<file path="src/rtl/pipe_hazard_ctrl.sv">
// Interlock/sequencing controller for the 5-stage MIPS32 pipeline: destination scoreboard,
// RAW stall, branch squash and HLT drain. Optional forwarding mode under PIPE_HAZ_FWD_EN.
module pipe_hazard_ctrl #(
    parameter int DEPTH = 3,
    parameter int REG_W = 5,
    parameter int CNT_W = 16
) (
    input  logic             clk1,
    input  logic             rst,
    input  logic             id_valid,
    input  logic [REG_W-1:0] id_rs,
    input  logic [REG_W-1:0] id_rt,
    input  logic             id_use_rs,
    input  logic             id_use_rt,
    input  logic             id_wr,
    input  logic [REG_W-1:0] id_rd,
    input  logic             id_load,
    input  logic             id_hlt,
    input  logic             ex_br_taken,
    output logic             stall,
    output logic             flush,
    output logic             pc_en,
    output logic             ifid_en,
    output logic             halted,
    output logic [CNT_W-1:0] stall_cnt
`ifdef PIPE_HAZ_FWD_EN
    ,
    output logic [1:0]       fwd_a,
    output logic [1:0]       fwd_b
`endif
);

    logic [DEPTH-1:0] valid_reg;
    logic [DEPTH-1:0] load_reg;
    logic [REG_W-1:0] rd_reg [DEPTH];
    logic             halt_pend_reg;
    logic             halted_reg;
    logic [CNT_W-1:0] stall_cnt_reg;
    logic [DEPTH-1:0] match_rs;
    logic [DEPTH-1:0] match_rt;
    logic             hazard;
    logic             push_valid;

    // R0 is hardwired zero, so it never creates a dependency.
    generate
        for (genvar gi = 0; gi < DEPTH; gi++) begin : g_match
            assign match_rs[gi] = valid_reg[gi] && (rd_reg[gi] == id_rs) && (id_rs != '0) && id_use_rs;
            assign match_rt[gi] = valid_reg[gi] && (rd_reg[gi] == id_rt) && (id_rt != '0) && id_use_rt;
        end
    endgenerate

`ifdef PIPE_HAZ_FWD_EN
    // Only a load still in EX cannot be bypassed; everything else forwards.
    assign hazard = (match_rs[0] || match_rt[0]) && load_reg[0];

    // Walk oldest to youngest so the youngest match overrides.
    always_comb begin
        fwd_a = 2'b00;
        fwd_b = 2'b00;
        for (int i = DEPTH - 1; i >= 0; i--) begin
            if (i < 3 && match_rs[i]) fwd_a = 2'(i + 1);
            if (i < 3 && match_rt[i]) fwd_b = 2'(i + 1);
        end
    end
`else
    assign hazard = |(match_rs | match_rt);
    logic unused_load;
    assign unused_load = ^load_reg;
`endif

    assign flush      = ex_br_taken;
    assign stall      = id_valid && !ex_br_taken && !halted_reg && hazard;
    assign pc_en      = !stall && !halt_pend_reg && !halted_reg;
    assign ifid_en    = pc_en;
    assign halted     = halted_reg;
    assign stall_cnt  = stall_cnt_reg;
    assign push_valid = id_valid && id_wr && (id_rd != '0) && !stall && !flush;

    always_ff @(posedge clk1) begin
        if (rst) begin
            valid_reg     <= '0;
            load_reg      <= '0;
            for (int i = 0; i < DEPTH; i++) rd_reg[i] <= '0;
            halt_pend_reg <= 1'b0;
            halted_reg    <= 1'b0;
            stall_cnt_reg <= '0;
        end else begin
            for (int i = DEPTH - 1; i > 0; i--) begin
                valid_reg[i] <= valid_reg[i-1];
                rd_reg[i]    <= rd_reg[i-1];
                load_reg[i]  <= load_reg[i-1];
            end
            valid_reg[0] <= push_valid;
            rd_reg[0]    <= id_rd;
            load_reg[0]  <= id_load;

            if (stall && stall_cnt_reg != '1)
                stall_cnt_reg <= stall_cnt_reg + 1'b1;

            // Halt completes only once every in-flight writer has retired.
            if (halted_reg) begin
                halt_pend_reg <= 1'b0;
            end else if (halt_pend_reg && valid_reg == '0) begin
                halted_reg    <= 1'b1;
                halt_pend_reg <= 1'b0;
            end else if (id_valid && id_hlt && !flush && !stall) begin
                halt_pend_reg <= 1'b1;
            end
        end
    end

endmodule

</file>
<file path="config.mk">
export PLATFORM = sky130hd
export DESIGN_NAME = pipe_hazard_ctrl
export DESIGN_NICKNAME = d
export VERILOG_FILES = /design/src/rtl/pipe_hazard_ctrl.sv
export SDC_FILE = /design/constraint.sdc
export NUM_CORES = 1
export LEC_CHECK = 0
export CAP_MARGIN = 15
export CORE_MARGIN = 1
export CORE_UTILIZATION = 46
export CTS_BUF_LIST = sky130_fd_sc_hd__clkbuf_8
export CTS_CLUSTER_DIAMETER = 30
export CTS_CLUSTER_SIZE = 25
export DETAILED_ROUTE_END_ITERATION = 10
export GPL_TIMING_DRIVEN = 1
export HOLD_SLACK_MARGIN = 0.06
export PLACE_DENSITY_LB_ADDON = 0.15
export SKIP_CTS_REPAIR_TIMING = 1
export SLEW_MARGIN = 0
export SYNTH_ARGS = -nofsm -noshare
export SYNTH_HDL_FRONTEND = slang
export SYNTH_SLANG_ARGS = --single-unit
</file>
<file path="constraint.sdc">
create_clock -name clk1 -period 2.48 [get_ports clk1]
set_clock_uncertainty 0.2 [all_clocks]
set_input_delay 0.496 -clock clk1 [delete_from_list [all_inputs] [get_ports clk1]]
set_output_delay 0.496 -clock clk1 [all_outputs]
set_load 0.05 [all_outputs]
</file>
# Yosys cells after proc, flatten, opt, wreduce, memory -nomap -nowiden
# Memories as Yosys holds them, arrays and structs flattened.
# Index checks and enable logic that the tools add are counted.
# word_totals
reg_bits	21
ramBits	15
input_bits	24
output_inout_bits	21
word_cells	67
mem_count	1
# mem_list
memory	depth	word_bits	read_ports	rd_clocked_by_memory_dff	write_ports	line_no	rtl
rd_reg	3	5	3	0	3	35	logic [REG_W-1:0] rd_reg [DEPTH];
# classes
n_addsub	1
eq_ne	7
n_mux	8
n_bitwise	4
reduce_logical	42
# ops
operator	n
$logic_and A1 B1 Y1	32
$eq A5 B5 Y1	6
$add A16 B1 Y16 const B	1
$ne A16 B16 Y1 const B	1
$mux W5	3
$reduce_bool A5 Y1	3
$reduce_or A3 Y1	2
$mux W1	5
$logic_not A1 Y1	4
$logic_not A3 Y1	1
$or A1 B1 Y1	3
$or A3 B3 Y3	1

# Logic depth before layout (Yosys ltp)
# logic_depth
depth_word	10
ltp_mapped	10
ltp_nobuf	7

# Worst setup path before layout
# Ideal clock, no wire load.
# synth_path
path_kind	input to output
start	input id_rt[1]
end	output pc_en
arrival_time_ns	3.425
t_required_ns	1.784
path_slack_ns	-1.641
cell_stages	9
path_buffers	3
path_cell_list	or4_1 > o21ai_0 > a31o_1 > and2_4 > buf_6 > buf_2 > nor2b_1 > nor3_1 > buf_4
# synth_via
elab_chain_cells	10
elab_cells_between_ends	19
classes_between	eq/ne: 3; bitwise: 1; reduce/logical: 15
# synth_rtl
element	line_no	rtl
from (decl)	12	input logic [REG_W-1:0] id_rt,
$eq A5 B5 Y1	48	assign match_rt[gi] = valid_reg[gi] && (rd_reg[gi] == id_rt) && (id_rt != '0) && id_use_rt;
$logic_and A1 B1 Y1 (3 in series)	48	
$or A3 B3 Y3 (*)	66	assign hazard = |(match_rs | match_rt);
$reduce_or A3 Y1 (*)	66	
$logic_and A1 B1 Y1 (*)	72	assign stall = id_valid && !ex_br_taken && !halted_reg && hazard;
named net stall	20	output logic stall,
$logic_not A1 Y1 (*)	73	assign pc_en = !stall && !halt_pend_reg && !halted_reg;
$logic_and A1 B1 Y1 (*) (2 in series)	73	
to (decl)	22	output logic pc_en,
# Mark *: on every way through the listed nets, which the timed path passes. The rest lies on a longest branch.

# Worst setup path after layout
# layout_path
start	input id_rt[2]
end	output pc_en
# layout_via
elab_chain_cells	10
elab_cells_between_ends	19
classes_between	eq/ne: 3; bitwise: 1; reduce/logical: 15
# layout_rtl
element	line_no
$eq A5 B5 Y1	48
$logic_and A1 B1 Y1 (3 in series)	48
$or A3 B3 Y3 (*)	66
$reduce_or A3 Y1 (*)	66
$logic_and A1 B1 Y1 (*)	72
$logic_not A1 Y1 (*)	73
$logic_and A1 B1 Y1 (*) (2 in series)	73
# Every way passes the cells marked *; elsewhere a longest branch is shown, timed or not.

==> reports/results.ini <==
[status]
status = complete, but fails checks
violations = negative setup slack

[global_routing]
grt_usage_pct = 22.91
grt-ovfl-total = 0
first_global_vias = 1592
grt_pass1_wl_um = 7383
grt_max_degree = 43
antenna_found_initial = 0

[route]
first_pass_iters = 4
vias_per_cell = 5.416
drcViolationCount = 0
drt_iter0_drc = 120
wl_per_cell_um = 14.38
wl_um = 4602
postRouteAntennaNets = 0
vias = 1733

[layout]
largest_reg_flops = 16
final_util_pct = 75.74
nNetsFinal = 296
drive_gt1_share_pct = 34.19
antenna_cells = 0
syn2layout_area_growth_pct = 53.84
design_area_um2 = 2835

[cts]
clk_latency_ps = 290
clock_path_buffers = 2
cts_sinks = 36
cts-root-buf = clkbuf_8
htreeDepth = 2
cts_buffers = 5
cts_tree = done
path_clk_slew_ps = 70

[yosys]
yosysWarnings = 0
synth_top_cell_by_area = dfxtp_1
synth.net_count = 227
synth_edf_count = 0
yosysMostFrequentCell = dfxtp_1
synth_area_um2 = 1843
yosys.area.top_type_share_pct = 39.10
syn-instance-count = 202
async_flop_share_pct = 0
synth_cell_types = 38
synth_flop_cell = dfxtp_1
syn_avg_cell_area_um2 = 9.124
seq_area_frac_synth_pct = 39.10
ys_seq_elements = 36
yosys-top-cells-count = 36 x dfxtp_1, 26 x nor2b_1, 24 x xor2_1
synth.area.top_cells = dfxtp_1 39%, xor2_1 11%, nor2b_1 8.8%, xnor2_1 3.3%, or4_1 3.3%

[critical_path]
r2r-end = stall_cnt[8]
end_kind = primary output
path_max_fanout = 4
slowest_stage = or4_4
path_class = in -> out
r2r_slack_ps = -160
critical_path.cell_chain = buf_4, or4_4, o21ai_2, a31o_1, and2_4, nor2b_4, nor3_4, buf_12
reg2reg_depth = 8
crit_buf_inv = 2
r2r-start = rd_reg[0][12]
worst_ep_required_time_ps = 1780
cp.arrival_ps = 2030
startpoint_type = input pin
critPathMaxStageDelay_ps = 510
cpLargestDelayFamily = simple AND/OR/NAND/NOR gates

[power_and_ir_drop]
p_per_area_nw_per_um2 = 429.9
leakage_nw = 1.141
vdd_drop_max_mv = 0.3904

[hold_path]
holdPathEnd = rd_reg[0][9]
hold_class = reg -> reg
hold_depth = 1
hp-start = rd_reg[0][4]

[flow_run]
drv_cap = 0

[floorplan]
start_util_pct = 49.23
die_x_um = 65.30
rows = 22
die_area_um2 = 4263
dieHeight_um = 65.30
core_area_um2 = 3744
ios = 45

[sta]
relSlewSlack_pct = 64.67
hold_violations = 0
slew_viol_final = 0
rsz0062_at_grt = yes
setup_violations = 11
fmax_mhz = 367.0
final.min_clock_period_ps = 2725
worst_slew_pin_slew_ps = 528.3
final.setup.worst_slack_ps = -244.6
fin_crit_sh_pct = 109.9

[placement]
place.gp.congestion = 0.8860
hpwl_um = 3248
numPortBuffers = 43
dpl_cell_area_um2 = 2539

==> worst reg2reg max path: cells and delay by family (launching register included) <==
| kind | cells | cell delay (ps) |
|---|---|---|
| mux | 1 | 300 |
| compound gates | 1 | 240 |
| simple gates | 4 | 1070 |
| xor+xnor | 1 | 180 |
| buf+inv | 1 | 170 |
| flops | 1 | 370 |
==> where the power goes <==
| part | total [mW] | switching, mW | internal, mW |
|---|---|---|---|
| Clock | 0.424 | 0.206 | 0.218 |
| Sequential | 0.605 | 0.0155 | 0.590 |
| Combinational | 0.189 | 0.0895 | 0.0997 |
| Total | 1.22 | 0.311 | 0.908 |
==> layout by cell type (no fill, tap or decap), types with 6 or more instances in the layout <==
master           instances
xor2_1                  22
nand2_1                  6
dfxtp_1                 30
or4_4                    7
xnor2_1                  7
buf_6                    6
nand3_1                  8
buf_4                   27
clkbuf_8                 6
nor2b_1                 24
clkdlybuf4s50_1         29
nor2_1                  10
o31ai_1                  6
==> metal layers <==
metal,global-route usage [%],vias to the layer above,wire length [um]
li1,-,847,-
met1,30.26,820,2089
met2,35.44,56,2173
met3,5.903,10,265
met4,8.967,0,74
met5,0,-,0
==> how the worst max path moves through the flow <==
stage | from | endpoint | slack, ps | cells past startpoint
global route | rd_reg[0][12] | stall | -330 | 8
finish | id_rt[2] | pc_en | -240 | 8
floorplan | id_rt[1] | pc_en | -660 | 9
global placement | id_rt[1] | pc_en | -740 | 8
detailed placement | id_rt[1] | pc_en | -760 | 8
CTS | id_rt[1] | pc_en | -780 | 8
==> through the flow <==
| stage | hold slack [ps] | setup TNS (ps) | total power, mW | worst slack, ps | instances |
|---|---|---|---|---|---|
| 3_5_place_dp | 304.2 | -12240 | 0.7959 | -764.7 | 307 |
| 6_report | 315.4 | -1239 | 1.219 | -244.6 | 320 |
| 5_1_grt | 322.5 | -2500 | 1.266 | -333.1 | 320 |
| 4_1_cts | 315.7 | -7258 | 1.210 | -782.7 | 315 |
| 3_3_place_gp | 296.5 | -11210 | 0.7940 | -737.1 | 307 |
| 2_1_floorplan | 269.7 | -1522 | 0.7015 | -659.0 | 202 |
==> cell families after synthesis <==
kind of cell | count (synthesis) | synth area share [%]
AOI/OAI and AO/OA | 27 | 9.098
xor gates and xnor gates | 31 | 14.73
adders and majority gates | 1 | 0.6788
buffers and inverters | 14 | 3.801
DFF | 36 | 39.10
muxes | 6 | 3.869
and+or+nand+nor | 87 | 28.72
==> area by class of cell <==
cell class	instances	area [um^2]
clock buffer	6	82.58
clock inverter	2	7.507
fill	268	908.4
inverter	3	11.26
multi-input combinational	152	1245
sequential	36	730.7
tap	48	60.06
timing repair buffer	73	698.2
(Power assumes the default switching activity.)
